`config.mk`:
```
export PLATFORM = sky130hd
export DESIGN_NAME = key_nibble_counter
export DESIGN_NICKNAME = d
export VERILOG_FILES = /design/src/rtl/key_nibble_counter_pkg.sv /design/src/rtl/key_debounce.sv /design/src/rtl/key_nibble_counter.sv
export SDC_FILE = /design/constraint.sdc
export NUM_CORES = 1
export LEC_CHECK = 0
export ABC_AREA = 1
export BUFFER_PORTS_ARGS = -buffer_cell sky130_fd_sc_hd__buf_2
export CAP_MARGIN = 20
export CORE_MARGIN = 10
export CORE_UTILIZATION = 60
export CTS_BUF_LIST = sky130_fd_sc_hd__clkbuf_16
export DETAILED_ROUTE_END_ITERATION = 10
export GPL_ROUTABILITY_DRIVEN = 1
export MAX_ROUTING_LAYER = met4
export PLACE_DENSITY = 0.77
export SLEW_MARGIN = 20
export SYNTH_ARGS = -nofsm -noshare
export SYNTH_HDL_FRONTEND = slang
export SYNTH_SLANG_ARGS = --single-unit
```
`constraint.sdc`:
```
create_clock -name CLOCK_50 -period 2.1 [get_ports CLOCK_50]
set_input_delay 0.105 -clock CLOCK_50 [delete_from_list [all_inputs] [get_ports CLOCK_50]]
set_output_delay 0.105 -clock CLOCK_50 [all_outputs]
set_load 0.05 [all_outputs]
```
`src/rtl/key_nibble_counter_pkg.sv`:
```
// Shared definitions for the key-driven nibble counter.
// Holds the per-key debouncer state encoding, the default timing
// constants derived from the 50 MHz board clock, and a helper that
// sizes a cycle counter from the number of states it must hold.
package key_nibble_counter_pkg;

  // Per-key debouncer states.
  typedef enum logic [1:0] {
    DB_RELEASED     = 2'd0,
    DB_PRESS_WAIT   = 2'd1,
    DB_PRESSED      = 2'd2,
    DB_RELEASE_WAIT = 2'd3
  } db_state_t;

  localparam int unsigned CLK_HZ = 32'd50_000_000;

  // 10 ms of stable level before a key change is accepted.
  localparam int unsigned DEF_DEBOUNCE_CYCLES = CLK_HZ / 32'd100;
  // 0.5 s of holding before the first auto-repeat step.
  localparam int unsigned DEF_REPEAT_DELAY    = CLK_HZ / 32'd2;
  // 0.1 s between later auto-repeat steps.
  localparam int unsigned DEF_REPEAT_PERIOD   = CLK_HZ / 32'd10;

  // Bits needed for a counter that runs 0..n-1 (at least one bit).
  function automatic int unsigned cnt_width(input int unsigned n);
    return (n <= 32'd2) ? 32'd1 : $clog2(n);
  endfunction

endpackage

```
`src/rtl/key_debounce.sv`:
```
// One pushbutton channel: two-flop synchronizer, four-state debouncer,
// hold/auto-repeat counter and a registered one-cycle step request.
//   clk      : system clock
//   rst_n    : synchronous active-low reset
//   key_raw  : raw active-low button, asynchronous to clk
//   held     : debounced pressed level (PRESSED or RELEASE_WAIT)
//   step_req : one-cycle request on press acceptance and on each repeat
// DEBOUNCE_CYCLES must be at least 2: the sample that leaves a stable
// state is counted as the first of the consecutive samples.
module key_debounce
  import key_nibble_counter_pkg::*;
#(
  parameter int unsigned DEBOUNCE_CYCLES = DEF_DEBOUNCE_CYCLES,
  parameter int unsigned REPEAT_DELAY    = DEF_REPEAT_DELAY,
  parameter int unsigned REPEAT_PERIOD   = DEF_REPEAT_PERIOD
) (
  input  logic clk,
  input  logic rst_n,
  input  logic key_raw,
  output logic held,
  output logic step_req
);

  localparam int unsigned DB_W     = cnt_width(DEBOUNCE_CYCLES);
  localparam int unsigned HOLD_MAX = (REPEAT_DELAY > REPEAT_PERIOD) ? REPEAT_DELAY : REPEAT_PERIOD;
  localparam int unsigned HOLD_W   = cnt_width(HOLD_MAX);

  localparam logic [DB_W-1:0]   DB_LAST     = DB_W'(DEBOUNCE_CYCLES - 32'd1);
  localparam logic [DB_W-1:0]   DB_ONE      = DB_W'(32'd1);
  localparam logic [DB_W-1:0]   DB_ZERO     = {DB_W{1'b0}};
  localparam logic [HOLD_W-1:0] DELAY_LAST  = HOLD_W'(REPEAT_DELAY - 32'd1);
  localparam logic [HOLD_W-1:0] PERIOD_LAST = HOLD_W'(REPEAT_PERIOD - 32'd1);
  localparam logic [HOLD_W-1:0] HOLD_ONE    = HOLD_W'(32'd1);
  localparam logic [HOLD_W-1:0] HOLD_ZERO   = {HOLD_W{1'b0}};

  logic              key_meta_r;
  logic              key_sync_r;
  logic              pressed_s;
  db_state_t         state_r, state_s;
  logic [DB_W-1:0]   db_cnt_r, db_cnt_s;
  logic [HOLD_W-1:0] hold_cnt_r, hold_cnt_s, hold_last_s;
  logic              repeating_r, repeating_s;
  logic              held_r, held_s;
  logic              req_r, req_s;

  assign pressed_s = ~key_sync_r;
  assign held      = held_r;
  assign step_req  = req_r;

  // Next-state, debounce/hold counters and step request for this key.
  always_comb begin
    state_s     = state_r;
    db_cnt_s    = db_cnt_r;
    hold_cnt_s  = HOLD_ZERO;
    repeating_s = 1'b0;
    req_s       = 1'b0;
    // First repeat waits the long delay, later ones the short period.
    hold_last_s = repeating_r ? PERIOD_LAST : DELAY_LAST;
    case (state_r)
      DB_RELEASED: begin
        if (pressed_s) begin
          state_s  = DB_PRESS_WAIT;
          db_cnt_s = DB_ONE;
        end else begin
          db_cnt_s = DB_ZERO;
        end
      end
      DB_PRESS_WAIT: begin
        if (!pressed_s) begin
          state_s  = DB_RELEASED;
          db_cnt_s = DB_ZERO;
        end else if (db_cnt_r == DB_LAST) begin
          state_s  = DB_PRESSED;
          db_cnt_s = DB_ZERO;
          req_s    = 1'b1;
        end else begin
          db_cnt_s = db_cnt_r + DB_ONE;
        end
      end
      DB_PRESSED: begin
        if (!pressed_s) begin
          state_s  = DB_RELEASE_WAIT;
          db_cnt_s = DB_ONE;
        end else if (hold_cnt_r == hold_last_s) begin
          req_s       = 1'b1;
          repeating_s = 1'b1;
          hold_cnt_s  = HOLD_ZERO;
        end else begin
          hold_cnt_s  = hold_cnt_r + HOLD_ONE;
          repeating_s = repeating_r;
        end
      end
      DB_RELEASE_WAIT: begin
        if (pressed_s) begin
          // Back to PRESSED without a new step; hold timing restarts.
          state_s  = DB_PRESSED;
          db_cnt_s = DB_ZERO;
        end else if (db_cnt_r == DB_LAST) begin
          state_s  = DB_RELEASED;
          db_cnt_s = DB_ZERO;
        end else begin
          db_cnt_s = db_cnt_r + DB_ONE;
        end
      end
      default: begin
        state_s  = DB_RELEASED;
        db_cnt_s = DB_ZERO;
      end
    endcase
    held_s = (state_s == DB_PRESSED) || (state_s == DB_RELEASE_WAIT);
  end

  // Synchronizer, state and counter registers; reset loads "released".
  always_ff @(posedge clk) begin
    if (!rst_n) begin
      key_meta_r  <= 1'b1;
      key_sync_r  <= 1'b1;
      state_r     <= DB_RELEASED;
      db_cnt_r    <= DB_ZERO;
      hold_cnt_r  <= HOLD_ZERO;
      repeating_r <= 1'b0;
      held_r      <= 1'b0;
      req_r       <= 1'b0;
    end else begin
      key_meta_r  <= key_raw;
      key_sync_r  <= key_meta_r;
      state_r     <= state_s;
      db_cnt_r    <= db_cnt_s;
      hold_cnt_r  <= hold_cnt_s;
      repeating_r <= repeating_s;
      held_r      <= held_s;
      req_r       <= req_s;
    end
  end

endmodule

```
`src/rtl/key_nibble_counter.sv`:
```
// Two-button up/down nibble counter for a seven-segment display.
//   CLOCK_50 : system clock
//   RESET_N  : synchronous active-low reset
//   KEY      : raw active-low buttons, KEY[0]=up, KEY[1]=down
//   VALUE    : current nibble 0..15, wraps in both directions
//   STEP     : one-cycle pulse in the cycle VALUE shows a new count
//   HELD     : debounced pressed level per key, active-high
// Simultaneous up and down requests cancel each other.
module key_nibble_counter
  import key_nibble_counter_pkg::*;
#(
  parameter int unsigned DEBOUNCE_CYCLES = DEF_DEBOUNCE_CYCLES,
  parameter int unsigned REPEAT_DELAY    = DEF_REPEAT_DELAY,
  parameter int unsigned REPEAT_PERIOD   = DEF_REPEAT_PERIOD
) (
  input  logic       CLOCK_50,
  input  logic       RESET_N,
  input  logic [1:0] KEY,
  output logic [3:0] VALUE,
  output logic       STEP,
  output logic [1:0] HELD
);

  logic [1:0] req_s;
  logic [3:0] value_r, value_s;
  logic       step_r, step_s;

  key_debounce #(
    .DEBOUNCE_CYCLES (DEBOUNCE_CYCLES),
    .REPEAT_DELAY    (REPEAT_DELAY),
    .REPEAT_PERIOD   (REPEAT_PERIOD)
  ) u_up (
    .clk      (CLOCK_50),
    .rst_n    (RESET_N),
    .key_raw  (KEY[0]),
    .held     (HELD[0]),
    .step_req (req_s[0])
  );

  key_debounce #(
    .DEBOUNCE_CYCLES (DEBOUNCE_CYCLES),
    .REPEAT_DELAY    (REPEAT_DELAY),
    .REPEAT_PERIOD   (REPEAT_PERIOD)
  ) u_down (
    .clk      (CLOCK_50),
    .rst_n    (RESET_N),
    .key_raw  (KEY[1]),
    .held     (HELD[1]),
    .step_req (req_s[1])
  );

  assign VALUE = value_r;
  assign STEP  = step_r;

  // Arbitrate the two requests into the next count and step pulse.
  always_comb begin
    value_s = value_r;
    step_s  = 1'b0;
    case (req_s)
      2'b01: begin
        value_s = value_r + 4'd1;
        step_s  = 1'b1;
      end
      2'b10: begin
        value_s = value_r - 4'd1;
        step_s  = 1'b1;
      end
      default: begin
        value_s = value_r;
        step_s  = 1'b0;
      end
    endcase
  end

  // Count and step registers.
  always_ff @(posedge CLOCK_50) begin
    if (!RESET_N) begin
      value_r <= 4'd0;
      step_r  <= 1'b0;
    end else begin
      value_r <= value_s;
      step_r  <= step_s;
    end
  end

endmodule

```
# Word level (Yosys, flattened, before mapping)
# Index checks and enable logic that the tools add are counted.
# word_totals
output_inout_bits	7
regBits	107
elab_cells	95
# classes
bitwise	3
mux	40
n_addsub	6
reduce_logical	10
eq_ne	18
# op_table
cell	count
$mux 19	8
$pmux 19 s4	2
$add 25x1->25 const B	2
$eq 25x25->1	2
$mux 25	2
$add 19x1->19 const B	2
$eq 19x19->1 const B	2
$mux 2	12
$eq 2x2->1 const B	9
$pmux 2 s4	2
$mux 1	11
$pmux 4 s2	1
$reduce_or 4->1	2
$eq 2x1->1 const B	3
$reduce_or 3->1	2
$add 4x1->4 const B	1
$logic_not 2->1	2
$ne 2x1->1 const B	2
$pmux 1 s2	2
$sub 4x1->4 const B	1
$not 1->1	3
$logic_or 1x1->1	2
$reduce_bool 2->1	1
$reduce_or 2->1	1

# Depth between registers and ports, before layout
# Gate-level depths: netlist of the first run.
# logic_depth
ltp_word	6
depth_mapped	11
ltp_nobuf	10

# Hierarchy
# From an unflattened synthesis of the first run, not the netlist that was laid out.
# unflattened
cells_unflattened	879
hier_area_um2	5950.7
# by_module_without_submodules
mod	instances	cells_per_inst	area_per_inst_um2	seq_area_each_um2
key_debounce	2	418	2819.0	1021.0
key_nibble_counter	1	43	312.8	100.1

# Worst setup path before layout of the first run
# No wires, ideal clock.
# synth_timing
path_type	flip-flop to flip-flop
startpoint	reg value_r[0], in the netlist VALUE[0]
endpoint	reg value_r[2], in the netlist VALUE[2]
setup_time_ps	115
slack_ps	457
t_arrival_ps	1528
stages_incl_launch_ff	6
path_cell_list	dfxtp_1 > inv_1 > fa_1 > xnor2_1 > o21ai_0 > inv_1
# synth_via
elab_chain_cells	2
elab_cells_between_ends	3
classes_between	2 x add/sub; 1 x mux
# synth_rtl
element	line_no	rtl
start, declared	key_nibble_counter.sv:25	logic [3:0] value_r, value_s;
start signal, assigned	key_nibble_counter.sv:81	value_r <= value_s;
$sub 4x1->4 / $add 4x1->4 (equally long branches)	key_nibble_counter.sv:65, key_nibble_counter.sv:61	
$pmux 4 s2 (*)	key_nibble_counter.sv:59	case (req_s)
# Every way passes the cells marked *; elsewhere a longest branch is shown, timed or not.
# A chain may end at the register's enable or synchronous reset.

# Worst setup path in the final report of the first run
# layout_timing
startpoint	reg u_down.hold_cnt_r[0]
endpoint	reg u_down.hold_cnt_r[16]
# layout_via
elab_chain_cells	2
elab_cells_between_ends	3
classes_between	1 x add/sub; 1 x eq/ne; 1 x reduce/logical
# layout_rtl
element	line_no	rtl
start, declared	key_debounce.sv:41	logic [HOLD_W-1:0] hold_cnt_r, hold_cnt_s, hold_last_s;
start signal, assigned	key_debounce.sv:129	hold_cnt_r <= hold_cnt_s;
branches (longest 2 deep; another with $add 25x1->25)	n/a	
# Parallel ways; which one is timed is not known.

==> impl_results.md, run 1 <==
- Tcrit/Tclk final: 89.3%
- Met3 Usage GRT: between 4 and 5%
- Most numerous cell in the Yosys netlist: nand2_1
- Min-delay worst type: input pin to flop
- R2R Path Start: u_down.hold_cnt_r[0]$_SDFF_PP0_
- Final setup violation count: 0
- Achievable clock frequency: 533 MHz
- Slew HR: 66.1%
- Clock Tree Root: clkbuf_16
- Initial DRT Pass Iterations: 5
- Via-to-Cell Ratio: between 5 and 6
- Dpl ws: 0.233 ns
- Initial antenna violation count: 0
- Max-slew violations: 0
- N_diodes: 0
- Max Cap Violations: 0
- Count of input and output buffers: 10
- Worst EP arrival: 2.10 ns
- Initial Util: 61.0%
- CP endpoint kind: flop
- Multi-input gate area: 3280 sq um
- Clk Latency, worst-skew pair: ~0.36 ns
- R2R setup slack: approximately 0.22 ns
- Synth area leaders: dfxtp_1 (36%), nand2_1 (14%), nor2_1 (10%)
- WL per Instance: 12.3 um
- FILL cells: 883
- Largest net degree at the start of global routing: 26
- Chip Width: 119 um
- Number of H-tree levels: 3
- Final ANT Viol Nets: 0
- Gate Count Post-Synth: just under 900
- Power per cell area: 641 nW/um^2
- Worst reg2reg path depth: 8
- Main flop type after synthesis: dfxtp_1
- Syn Area/Cell: about 6.7 sq um
- Worst path slowest cell: dfxtp_1
- Leak: 2.21 nW
- Die Area: 14200 sq um
- Synth Cell Area: 5910 sq um
- CTS tree: built
- Critical Path Stages: 8
- Crit path kind: flop to flop
- Crit start category: flop
- Total grt overflow: 0
- DP HPWL: approximately 9400 um
- Longest Clk Path Bufs: 2
- Seq/Total Area, Yosys: between 30 and 40%
- End point of the critical path: u_down.hold_cnt_r[16]$_SDFF_PP0_
- Met2 Use GR: 29.1%
- Worst-Margin Slew: 0.504 ns
- Leading area contributor after synthesis: dfxtp_1
- Crit-path leading delay family: simple AND/OR/NAND/NOR gates
- Worst Path Buf+Inv: 0
- Post-CTS setup buffer count: 0
- Share of layout cells above drive strength 1: 7.21%
- Nets: 916
- Die Height: 119 um
- GR Layer Usage met1: between 20% and 30%
- Total GRT Usage: a little under a fifth
- Vias in the first global route: ~5100
- Synth-to-layout area growth: 7.79%
- Worst Setup SP: u_down.hold_cnt_r[0]$_SDFF_PP0_
- Hold WS: around 0.15 ns
- Minimum clock period: approximately 1.9 ns
- Io pins: 11
- Ys async rst share: 0%
- CTS clk-pin slew, worst paths: 0.07 ns
- Number of synthesized flops with an enable pin: 0
- Total core area: 9680 sq um
- CP Data Required Time: 2.32 ns
- Library cells used by synthesis: 38
- Num CTS Buffers: 9
- Routed vias: 5522
- Number of DRC markers in iteration 0: 341
- Setup total negative slack: 0 ns
- Core Rows: 36
- Top Usage Layer GRT: met2
- Max rail drop VDD: 0.000729 V
- CP peak stage delay: 0.40 ns
- Synth top area share: 36.2%
- Seq. cell area: ~2100 sq um
- Unrepaired setup endpoints after global routing: false
- Clk sinks: 107
- First-pass GRT wire length: between 20000 and 25000 um
- Synthesis warning total: 0
- RR Endpoint: u_down.hold_cnt_r[16]$_SDFF_PP0_
- Seq cells post-synth: 107
- Final Hold Viols: 0
- RD Place Congestion: 0.943
- Clock Skews: 0.00531 ns
- DRC Markers: 0
- Final setup margin: approximately 0.22 ns
- Cell Chain, Critical Path: ha_1 > nand3_2 > nor2_4 > nand2_1 > a21oi_2 > nand2_1 > nand2_2 > nor2_1
- WL final: 12700 um
- Outcome: complete, no violations
- Mapped Nets: 901
- Highest net fanout along the worst path: 25
- Most used cell, CP: nand2_1
- Top cells by count, synth: nand2_1 (224), nor2_1 (164), dfxtp_1 (107)
worst register-to-register path, stage by stage (launching register included):
cell     delay, ns
dfxtp_1       0.40
ha_1          0.28
nand3_2       0.16
nor2_4        0.14
nand2_1       0.09
a21oi_2       0.12
nand2_1       0.08
nand2_2       0.37
nor2_1        0.10
cell families (layout without fill, tap and decap cells):
family / count (synthesis) / count (layout) / synth area share, %
buffers and inverters: 115 / 135 / 8.21
xor gates and xnor gates: 38 / 38 / 5.63
DFF: 107 / 107 / 36.2
AOI/OAI and AO/OA: 76 / 76 / 7.05
adders and majority gates: 16 / 16 / 3.51
and+or+nand+nor: 529 / 529 / 39.4
timing repair:
action | CTS | global route
hold buffers | 2 | 0
resized for setup | 0 | 0
endpoints found under the hold margin | 2 | 0
final cells by class:
type | count | share of cell area [%]
timing repair buffer | 16 | 1.57
inverter | 103 | 6.07
multi-input combinational | 659 | 51.5
clock buffer | 9 | 3.53
clock inverter | 7 | 1.06
tap | 133 | 2.61
sequential | 107 | 33.6
where the power goes:
part | internal [mW] | switching, mW
Sequential | 2.07 | 0.0322
Clock | 0.923 | 0.773
Combinational | 0.0877 | 0.204
Total | 3.08 | 1.01
registers in the layout, indices dropped and copies added, names as in the netlist, 2 cells and up:
name / flops
VALUE: 4
u_down.state_r: 2
u_down.db_cnt_r: 19
u_down.hold_cnt_r: 25
u_up.hold_cnt_r: 25
u_up.state_r: 2
u_up.db_cnt_r: 19
cell usage in the layout (no fill, tap or decap), drive strengths merged:
master / instances
o221ai: 2
o21ai: 19
bufinv: 1
ha: 15
xnor2: 10
a21o: 1
nand4: 32
clkbuf: 9
xor2: 28
buf: 14
nand2b: 1
or2: 10
o211ai: 2
nor4: 1
nor2: 171
nor3b: 1
clkinv: 2
dlygate4sd3: 2
nand3b: 11
a21boi: 2
clkinvlp: 1
nand2: 229
inv: 106
nand3: 53
o21bai: 3
a21oi: 46
o22ai: 1
dfxtp: 107
fa: 1
nor3: 20
metrics by stage:
step                std cells  util [%]  total power, mW  cell area (sq um)
floorplan                 881         -             2.37               5910
global placement         1016      62.6             2.41               6060
detailed placement       1016      62.6             2.43               6060
CTS                      1034      65.8             4.12               6370
global route             1034      65.8             4.25               6370
finish                   1034      65.8             4.09               6370
how the worst min path moves through the flow:
| stage | startpoint | end | slack [ns] | cells past startpoint |
|---|---|---|---|---|
| floorplan | KEY[1] | u_down.key_meta_r$_SDFF_PN1_ | 0.21 | 1 |
| global placement | KEY[1] | u_down.key_meta_r$_SDFF_PN1_ | 0.29 | 2 |
| detailed placement | KEY[1] | u_down.key_meta_r$_SDFF_PN1_ | 0.30 | 2 |
| CTS | RESET_N | u_up.state_r[0]$_SDFF_PN0_ | 0.17 | 3 |
| global route | RESET_N | u_up.state_r[0]$_SDFF_PN0_ | 0.21 | 3 |
| finish | RESET_N | u_up.state_r[0]$_SDFF_PN0_ | 0.15 | 3 |
per-layer routing:
layer | up-vias | routed length [um]
met4 | 0 | 162
met1 | 2546 | 6050
met5 | - | 0
met2 | 124 | 5820
met3 | 19 | 647
li1 | 2833 | -
(Power assumes the default switching activity.)
==> run 2: changes to the inputs <==
Settings changed: CORE_UTILIZATION 60 to 57, PLACE_DENSITY 0.77 to 0.76, REMOVE_ABC_BUFFERS set to 1, SLEW_MARGIN 20 to 40.
Clock period 2.1 ns to 1.63 ns, I/O delays scaled along.
==> run 2 against run 1 <==
Against the previous run: wire length is 5.4% higher; critical endpoint is now u_down.hold_cnt_r[8]$_SDFF_PP0_; sequential cell count stayed put; largest cell class unchanged; die area is 4.4% higher; via count is 0.71% higher; worst hold slack better by 0.054 ns; sequential share of layout area is 2.0 points lower; sequential power is 29% higher.
==> impl_results.md, run 2 (synthesis results as in run 1) <==
- Largest net degree at the start of global routing: 26 (unchanged)
- Achievable clock frequency: 643 MHz (+21%)
- DP HPWL: 9470 um (+1.0%)
- Util after Layout: 66.6% (+0.84 points)
- CTS tree: built
- Min-delay worst type: input pin to flop
- Crit start category: flop
- CP Data Required Time: 1.87 ns (-0.45 ns)
- Outcome: complete, no violations
- Initial antenna violation count: 0 (unchanged)
- Number of H-tree levels: 3 (unchanged)
- Die Height: 122 um (+2.2%)
- R2R setup slack: 0.08 ns (-0.15 ns)
- Total core area: 10200 sq um (+5.6%)
- WL per Instance: 12.5 um (+2.2%)
- Final ANT Viol Nets: 0 (unchanged)
- Initial DRT Pass Iterations: 5 (unchanged)
- Longest Clk Path Bufs: 2 (unchanged)
- First-pass GRT wire length: 22100 um (about the same)
- Initial Util: 57.8% (-3.3 points)
- Met3 Usage GRT: 4.26% (-0.61 points)
- Count of input and output buffers: 10 (unchanged)
- WL final: 13400 um (+5.4%)
- Clk Latency, worst-skew pair: 0.35 ns (about the same)
- R2R Path Start: u_down.hold_cnt_r[1]$_SDFF_PP0_
- Worst-Margin Slew: 0.431 ns (-0.0738 ns)
- Clock Tree Root: clkbuf_16
- FILL cells: 946 (+7.1%)
- Seq. cell area: 2150 sq um (+0.58%)
- Share of layout cells above drive strength 1: 13.8% (+6.5 points)
- Power per cell area: 758 nW/um^2 (+18%)
- Max Cap Violations: 0 (unchanged)
- Most frequent cells in the layout: nand2_1 (221), nor2_1 (160), inv_1 (98)
- Tcrit/Tclk final: 95.4% (+6.1 points)
- Chip Width: 122 um (+2.2%)
- Crit path kind: flop to flop
- Post-Layout Cell Count: 1066 (+3.1%)
- GR Layer Usage met1: 23.2% (about the same)
- Synth-to-layout area growth: 15.3%
- Met2 Use GR: 28.4% (-0.68 points)
- Hold WS: 0.206 ns (+0.0542 ns)
- Post-Place Cells: 1040 (+2.4%)
- Nets: 945 (+3.2%)
- Clk sinks: 107 (unchanged)
- Leak: 2.39 nW (+8.1%)
- RD Place Congestion: 0.925 (-1.9%)
- Highest net fanout along the worst path: 12 (-52%)
- Largest regs: u_down.hold_cnt_r: 25 flops, u_up.hold_cnt_r: 25 flops
- Worst EP arrival: 1.79 ns (-0.31 ns)
- Max rail drop VDD: 0.000971 V (+33%)
- RR Endpoint: u_down.hold_cnt_r[8]$_SDFF_PP0_
- CTS clk-pin slew, worst paths: 0.07 ns (about the same)
- Num CTS Buffers: 9 (unchanged)
- N_diodes: 0 (unchanged)
- Clock Skews: 0.00918 ns (+0.00387 ns)
- Minimum clock period: 1.55 ns (-0.321 ns)
- Total GRT Usage: 18.2% (-0.37 points)
- Multi-input gate area: 3460 sq um (+5.4%)
- Die Area: 14800 sq um (+4.4%)
- Final setup violation count: 0 (unchanged)
- Hold depth: 4 (+1)
- Total grt overflow: 0 (unchanged)
- Hold path endpoint: u_up.db_cnt_r[0]$_SDFFE_PN0P_
- Max-slew violations: 0 (unchanged)
- Setup total negative slack: 0 ns (unchanged)
- CP endpoint kind: flop
- Slew HR: 71.3% (+5.1 points)
- Unrepaired setup endpoints after global routing: true
- Number of DRC markers in iteration 0: 505 (+48%)
- Vias in the first global route: 5063 (-0.099%)
- Worst reg2reg path depth: 9 (+1)
- Io pins: 11 (unchanged)
- Final Hold Viols: 0 (unchanged)
- Top Usage Layer GRT: met2
- Worst hold start: RESET_N
- Via-to-Cell Ratio: 5.22 (-2.3%)
- Routed vias: 5561 (+0.71%)
- Core Rows: 37 (+2.8%)
- DRC Markers: 0 (unchanged)
- Commonest non-fill, non-tap cell in the layout: nand2_1
-- run 2: timing repair --
action	4_1_cts	5_1_grt
buffers inserted	0	4
pin swaps	0	7
cloned	0	4
resized for setup	2	46
hold buffers	2	0
endpoints found under the setup margin	2	86
hold endpoints to repair	2	0
-- run 2: cell type report --
cell class	count	share of cell area (%)
multi-input combinational	661	50.8
sequential	107	31.6
inverter	103	5.67
timing repair buffer	43	5.38
clock buffer	9	3.30
tap	136	2.50
clock inverter	7	0.771
-- run 2: how the worst max path moves through the flow --
stage,start,end,slack [ns]
6_report,u_down.hold_cnt_r[1]$_SDFF_PP0_,u_down.hold_cnt_r[8]$_SDFF_PP0_,0.08
5_1_grt,u_down.db_cnt_r[0]$_SDFFE_PN0P_,u_down.db_cnt_r[12]$_SDFFE_PN0P_,-0.02
4_1_cts,u_up.state_r[0]$_SDFF_PN0_,u_up.db_cnt_r[9]$_SDFFE_PN0P_,0.01
3_5_place_dp,u_down.state_r[0]$_SDFF_PN0_,u_down.db_cnt_r[5]$_SDFFE_PN0P_,-0.02
3_3_place_gp,u_down.state_r[0]$_SDFF_PN0_,u_down.db_cnt_r[5]$_SDFFE_PN0P_,0.05
2_1_floorplan,VALUE[0]$_SDFFE_PN0P_,VALUE[2]$_SDFFE_PN0P_,-0.01
-- run 2: critical path, cell delays in order (launching register included) --
cell       delay [ns]
dfxtp_2          0.34
ha_2             0.18
nand3_2          0.11
nor2_4           0.12
nand2_1          0.10
a21oi_2          0.15
nand2_2          0.09
nand2_4          0.13
clkbuf_16        0.18
nor2_1           0.04
-- run 2: metrics by stage --
stage	area [sq um]	worst slack [ns]	power (mW)
detailed placement	6230	-0.0212	3.14
floorplan	5810	-0.0130	3.02
global placement	6230	0.0530	3.14
global route	6820	-0.0203	5.38
CTS	6540	0.0115	5.19
finish	6820	0.0754	5.17
-- run 2: layer usage --
| layer | routed length [um] | vias to the layer above | share of wire (%) |
|---|---|---|---|
| met1 | 6380 | 2510 | 48 |
| li1 | - | 2904 | - |
| met5 | 0 | - | 0 |
| met2 | 6130 | 131 | 46 |
| met3 | 676 | 16 | 5.1 |
| met4 | 176 | 0 | 1.3 |
-- run 2: power by group --
group	total (mW)	internal (mW)	switching, mW
clock	2.05	1.05	1.01
sequential	2.71	2.67	0.0398
combinational	0.411	0.141	0.269
total	5.17	3.85	1.31
